`config.mk`:
```
export PLATFORM = sky130hd
export DESIGN_NAME = regfile_write_arbiter
export DESIGN_NICKNAME = d
export VERILOG_FILES = /design/src/rtl/regfile_pkg.sv /design/src/rtl/regfile_write_arbiter_rr_arbiter.sv /design/src/rtl/regfile_write_arbiter.sv
export SDC_FILE = /design/constraint.sdc
export NUM_CORES = 1
export LEC_CHECK = 0
export CORE_MARGIN = 1
export CORE_UTILIZATION = 42
export CTS_CLUSTER_SIZE = 40
export DETAILED_ROUTE_END_ITERATION = 8
export PLACE_DENSITY = 0.87
export SLEW_MARGIN = 20
export SYNTH_ARGS = -nofsm -noshare
export SYNTH_HDL_FRONTEND = slang
export SYNTH_SLANG_ARGS = --single-unit
```
`constraint.sdc`:
```
create_clock -name clk -period 3.47 [get_ports clk]
set_clock_uncertainty 0.1 [all_clocks]
set_input_delay 0.5205 -clock clk [delete_from_list [all_inputs] [get_ports clk]]
set_output_delay 0.5205 -clock clk [all_outputs]
set_load 0.05 [all_outputs]
```
`src/rtl/regfile_pkg.sv`:
```
// Shared register file constants and the write-request record used by the
// writeback arbitration logic.
package regfile_pkg;

  localparam int REG_ADDR_W = 5;
  localparam int REG_DATA_W = 32;
  localparam int NUM_REGS   = 32;
  localparam int ZERO_REG   = 0;

  typedef struct packed {
    logic [REG_ADDR_W-1:0] addr;
    logic [REG_DATA_W-1:0] data;
  } wr_req_t;

endpackage

```
`src/rtl/regfile_write_arbiter_rr_arbiter.sv`:
```
// Round-robin arbiter: one-hot grant to the first requester at or after the
// rotating pointer; the pointer advances past each winner.
module rr_arbiter #(
  parameter int N = 2
) (
  input  logic         clk,
  input  logic         rst,
  input  logic [N-1:0] req,
  input  logic         en,
  output logic [N-1:0] gnt
);

  localparam int PW = (N > 1) ? $clog2(N) : 1;

  logic [PW-1:0] ptr;
  logic [PW-1:0] ptr_next;
  logic [PW-1:0] idx;

  // Scan from the farthest offset down so the nearest valid requester wins.
  always_comb begin
    gnt      = '0;
    ptr_next = ptr;
    idx      = '0;
    if (en && !rst) begin
      for (int k = N - 1; k >= 0; k--) begin
        idx = PW'((int'(ptr) + k) % N);
        if (req[idx]) begin
          gnt      = '0;
          gnt[idx] = 1'b1;
          ptr_next = PW'((int'(ptr) + k + 1) % N);
        end
      end
    end
  end

  always_ff @(posedge clk or posedge rst) begin
    if (rst) begin
      ptr <= '0;
    end else begin
      ptr <= ptr_next;
    end
  end

endmodule

```
`src/rtl/regfile_write_arbiter.sv`:
```
// Shares the register file write port among several writeback sources and
// exposes the in-flight write for read bypass.
module regfile_write_arbiter
  import regfile_pkg::*;
#(
  parameter int NUM_REQ = 2,
  parameter int DATA_W  = REG_DATA_W,
  parameter int ADDR_W  = REG_ADDR_W,
  parameter int CNT_W   = 16
) (
  input  logic                      clk,
  input  logic                      rst,
  input  logic [NUM_REQ-1:0]        req_valid,
  output logic [NUM_REQ-1:0]        req_ready,
  input  logic [NUM_REQ*ADDR_W-1:0] req_addr,
  input  logic [NUM_REQ*DATA_W-1:0] req_data,
  input  logic                      hold,
  output logic                      RegWrite,
  output logic [ADDR_W-1:0]         WriteReg,
  output logic [DATA_W-1:0]         WriteData,
  input  logic [ADDR_W-1:0]         rd_addr1,
  input  logic [ADDR_W-1:0]         rd_addr2,
  output logic                      rd_hit1,
  output logic                      rd_hit2,
  output logic [CNT_W-1:0]          drop_cnt
);

  localparam logic [ADDR_W-1:0] ZERO_ADDR = ADDR_W'(ZERO_REG);
  localparam logic [CNT_W-1:0]  CNT_MAX   = {CNT_W{1'b1}};

  logic [NUM_REQ-1:0] gnt;
  logic               fire;
  logic [ADDR_W-1:0]  sel_addr;
  logic [DATA_W-1:0]  sel_data;
  logic               sel_zero;

  rr_arbiter #(.N(NUM_REQ)) u_arb (
    .clk (clk),
    .rst (rst),
    .req (req_valid),
    .en  (!hold),
    .gnt (gnt)
  );

  assign req_ready = gnt;
  assign fire      = |gnt;

  // Grant is one-hot, so OR-ing the masked lanes selects the winner.
  always_comb begin
    sel_addr = '0;
    sel_data = '0;
    for (int i = 0; i < NUM_REQ; i++) begin
      if (gnt[i]) begin
        sel_addr = sel_addr | req_addr[i*ADDR_W +: ADDR_W];
        sel_data = sel_data | req_data[i*DATA_W +: DATA_W];
      end
    end
  end

  assign sel_zero = (sel_addr == ZERO_ADDR);

  always_ff @(posedge clk or posedge rst) begin
    if (rst) begin
      RegWrite  <= 1'b0;
      WriteReg  <= '0;
      WriteData <= '0;
    end else if (fire) begin
      RegWrite  <= !sel_zero;
      WriteReg  <= sel_addr;
      WriteData <= sel_data;
    end else begin
      RegWrite  <= 1'b0;
    end
  end

  // Writes to the hardwired zero register complete but are counted as dropped.
  always_ff @(posedge clk or posedge rst) begin
    if (rst) begin
      drop_cnt <= '0;
    end else if (fire && sel_zero && (drop_cnt != CNT_MAX)) begin
      drop_cnt <= drop_cnt + CNT_W'(1);
    end
  end

  assign rd_hit1 = RegWrite && (WriteReg == rd_addr1) && (rd_addr1 != ZERO_ADDR);
  assign rd_hit2 = RegWrite && (WriteReg == rd_addr2) && (rd_addr2 != ZERO_ADDR);

endmodule
```
Word-level counts from Yosys, hierarchy flattened
Index checks and enable logic that the tools add are counted.

word-level totals
  latch bits = 0
  register bits = 55
  output and inout bits = 58
  memory bits (writable) = 0
  bits in read-only memories = 0
  memories kept = 0

operators by class
  add/sub/neg operators = 3
  eq/ne operators = 3
  div/mod/pow operators = 0
  multiply operators = 0
  shifts and indexed selects = 0
  reductions and logical operators = 18
  magnitude comparators = 4
  bitwise operators = 2
  muxes and demuxes = 18

operators by type and width
  operator                                                               count
  32-bit 2-to-1 mux                                                      2
  32-bit bitwise OR                                                      1
  16-bit by 1-bit adder with 16-bit output (second input constant)       1
  16-bit != test (second input constant)                                 1
  5-bit equality test                                                    2
  5-bit 2-to-1 mux                                                       2
  5-bit nonzero test                                                     2
  1-bit logical AND                                                      9
  1-bit 2-to-1 mux                                                       9
  2-bit 2-to-1 mux                                                       3
  5-bit logical NOT                                                      1
  5-bit bitwise OR                                                       1
  1-bit by 2-bit < comparator with 1-bit output (second input constant)  2
  1-bit logical NOT                                                      3
  1-bit adder (second input constant)                                    2
  1-bit demux with 1-bit select                                          2
  1-bit >= comparator (second input constant)                            2
  2-bit AND reduction                                                    1
  2-bit nonzero test                                                     1
  2-bit OR reduction                                                     1

Depth between registers and ports, before layout
Gate-level depths: netlist of run 1.

  word-level depth = 14
  mapped depth = 7
  depth with buffers taken out = 6

Hierarchy
A second synthesis of run 1 with hierarchy kept.

second synthesis, totals
  cell total of the unflattened synthesis = 269
  area total of the unflattened synthesis = 2630.0 µm²

by module, submodules not included
  module                 instances  cells each  area each (µm²)
  regfile_write_arbiter  1          261         2555.0
  rr_arbiter             1          8           75.1

Worst setup path before layout of run 1
Ideal clock, no wire load.

  path type = register -> output
  start = register WriteReg[0]
  end = output rd_hit2
  arrival time = 1734 ps
  data required time = 2849 ps
  setup slack = 1115 ps
  path buffers = 0
  cell stages (with the launch flop) = 6
  path through = dfrtp_1 > nor4_1 > nor3_1 > a21oi_1 > nor4_1 > and3_1

between the ends
  cells in the longest elaborated chain, start to end = 3

ends and longest elaborated chain
  what                             RTL line                     RTL
  from (decl)                      regfile_write_arbiter.sv:19  output logic [ADDR_W-1:0] WriteReg,
  from (signal assigned)           regfile_write_arbiter.sv:69  WriteReg <= sel_addr;
  5-bit equality test              regfile_write_arbiter.sv:86  assign rd_hit2 = RegWrite && (WriteReg == rd_addr2) && (rd_addr2 != ZERO_ADDR);
  1-bit logical AND (2 in series)  regfile_write_arbiter.sv:86
  to (decl)                        regfile_write_arbiter.sv:24  output logic rd_hit2,

No other way between the ends.

Worst setup path in the final report of run 1
  start = input rd_addr2[4]
  end = output rd_hit2

between the ends
  cells in the longest elaborated chain, start to end = 3
  elaborated cells on any way between the ends = 4

ends and longest elaborated chain
  what                 RTL line                     RTL
  from (decl)          regfile_write_arbiter.sv:22  input logic [ADDR_W-1:0] rd_addr2,
  5-bit equality test  regfile_write_arbiter.sv:86
  1-bit logical AND    regfile_write_arbiter.sv:86
  1-bit logical AND *  regfile_write_arbiter.sv:86

Every way passes the cells marked *; elsewhere a longest branch is shown, timed or not.

==> results.yml, run 1 <==
clock_network:
  cts_resized: 0
  path_clk_slew_ps: 90
  clock-sinks: 55
  ctsHoldBuffers: 0
  postCtsSetupBuffers: 0
  cts_tree: "yes"
  clk_latency_ps: 300
  cts_buffers: 5
  root_buffer: "clkbuf_8"
  cts_buffer_depth: 2
  htree_levels: 2
detailed_routing:
  vias: 2508
  wl_per_cell_um: 16.6
  wirelength_um: 7480
  drc_errors: 0
  drt-pass1-iter-count: 7
  drtIter0Drc: 306
  drtAntennaViolNets: 0
  vias_per_cell: 5.56
worst_setup_path:
  cp_max_fo: 2
  crit_required_ps: 2850
  rr_worst_depth: 5
  startpoint: "rd_addr2[4]"
  start_kind: "input port"
  endpoint_kind: "output pin"
  r2r_start: "drop_cnt[2]"
  r2r_slack_ps: 1320
  reg2reg_to: "drop_cnt[15]"
  critPathArrivalTime_ps: 2600
  worstSetupPathType: "input port to output pin"
global_route:
  antenna_found_initial: 0
  grt_max_degree: 38
  grt_pass1_vias: 2457
  grt_pass1_wl_um: 11600
  overflow: 0
  grtUsageTotal_pct: 23.2
sta:
  worst_pin_slew_ps: 753
  finalSetupViolations: 0
  slew_headroom_pct: 49.8
  hold_viol: 0
  slew_viol_final: 0
  max_clock_freq_mhz: 311
  grt_setup_unrepaired: "no"
  finalSetupTns_ps: 0
  fin_crit_ps: 3220
  final.period_utilization_pct: 92.8
hold_path:
  hold_class: "flip-flop to flip-flop"
  worst_hold_path.endpoint: "drop_cnt[7]"
  hold_path.startpoint: "drop_cnt[7]"
  min_path_cells: 1
outcome:
  status: "finished, final reports clean"
final_layout:
  area_delta_synth_final_pct: 62.6
  final_nets: 467
  num_antenna_cells: 0
  nFillCells: 432
  drive_gt1_share_pct: 8.78
  fin_area_um2: 4280
floorplanning:
  dieWidth_um: 81.2
  initial_core_util_pct: 43.9
  core_um2: 5990
  die_h_um: 81.2
  dieArea_um2: 6590
  rows: 28
  io-pin-count: 147
synth:
  ys_seq_area_share_pct: 52.3
  synth_warnings: 0
  yosysTopAreaCell: "dfrtp_1"
  ys.flop_type: "dfrtp_1"
  synth_area_per_cell_um2: 11.4
  synth_edf_count: 0
  synthArstFlopShare_pct: 100
  synthTopCellsByArea: "dfrtp_1, a222oi_1, inv_1, xor2_1, nor3_1"
  synthDistinctLibCells: 31
  synthCells: 231
  synth_top_area_share_pct: 52.3
  ys_ff_latch: 55
  syn-cell-area_um2: 2630
  synth_fp_nets: 321
placed_design:
  place_congestion: 0.779
  dpl-instance-area_um2: 4200
  io_buffers: 146
  hpwlAfterDp_um: 5560
run:
  cap_violations: 0
pwr:
  peakVddDrop_uv: 410
  p_leak_uw: 0.00196
  power_density_nw_per_um2: 520
## cells in the final DEF (no fill, tap or decap), drive strengths merged, types with 4 or more instances in the layout
master,Yosys,layout
clkdlybuf4s50,0,144
dfrtp,55,55
inv,40,40
a222oi,37,37
xor2,17,17
nand2,11,11
nor3,10,10
buf,6,8
nor2,6,6
clkbuf,7,5
nor4,5,5
mux2,4,4
## cells in the mapped netlist, types with 2 or more instances
library cell and n:
a21oi_1 3, a222oi_1 37, and2_1 2, and3_1 2
buf_1 2, buf_2 4, clkbuf_1 7, dfrtp_1 55
inv_1 40, mux2_2 4, nand2_1 11, nand3_1 3
nand4_4 2, nor2_1 6, nor3_1 9, nor3b_1 3
nor4_1 4, nor4b_2 3, o211ai_4 2, or3_1 2
or4_4 2, xnor2_1 3, xor2_1 17
## kinds of logic after synthesis
| logic type | after synthesis | synth area share [%] |
|---|---|---|
| and+or+nand+nor | 54 | 14.4 |
| AOI/OAI and AO/OA | 44 | 16.7 |
| DFF | 55 | 52.3 |
| xor gates and xnor gates | 20 | 6.66 |
| adders and majority gates | 1 | 0.475 |
| buffers and inverters | 53 | 7.75 |
| muxes | 4 | 1.71 |
## state kept, by name, summed over array words and instances, names as in the netlist
signal     count
WriteReg       5
WriteData     32
drop_cnt      16
u_arb.ptr      1
RegWrite       1
## critical path, stage by stage
cell             delay (ps)
clkdlybuf4s50_1         440
nor3_1                  240
a21oi_1                  80
nor4_1                  320
and3_1                  200
clkdlybuf4s50_1         800
## routing by layer
layer  routed length (µm)  global-route usage [%]
met1                 3020                    28.9
met2                 3730                    39.7
met3                  539                    4.61
met4                  188                    8.39
met5                    0                       0
## stage by stage
stage	power, µW	instances	util, %	worst slack (ps)	hold WS, ps
final	2220	451	71.4	250	396
after global placement	1890	445	70.1	374	371
after CTS	2240	451	71.4	290	396
after detailed placement	1910	445	70.1	289	379
after global routing	2330	451	71.4	124	418
after floorplan	1490	231	-	1120	353
## how the worst max path moves through the flow
stage	end	slack (ps)
detailed placement	rd_hit2	290
floorplan	rd_hit2	1120
finish	rd_hit2	250
global route	rd_hit2	120
global placement	rd_hit2	370
CTS	rd_hit2	290
## where the power goes
part	total, µW	internal [µW]	switching [µW]
sequential	878	759	119
combinational	1020	396	619
clock	329	134	195
## layout make-up
class	count	area, µm²	share of cell area, %
multi-input combinational	123	1050	24.7
sequential	55	1380	32.2
timing repair buffer	152	1530	35.7
tap	75	93.8	2.19
inverter	40	150	3.51
clock inverter	1	7.51	0.175
clock buffer	5	68.8	1.61
(Power assumes the default switching activity.)
==> run 2, diff against run 1 <==
--- a/config.mk
+++ b/config.mk
@@ -9,6 +9,7 @@
 export CORE_UTILIZATION = 42
 export CTS_CLUSTER_SIZE = 40
 export DETAILED_ROUTE_END_ITERATION = 8
+export HOLD_SLACK_MARGIN = 0.03
 export PLACE_DENSITY = 0.87
 export SLEW_MARGIN = 20
 export SYNTH_ARGS = -nofsm -noshare
==> results of run 2 <==
The final DEF is identical to that of run 1; final timing and power are the same.
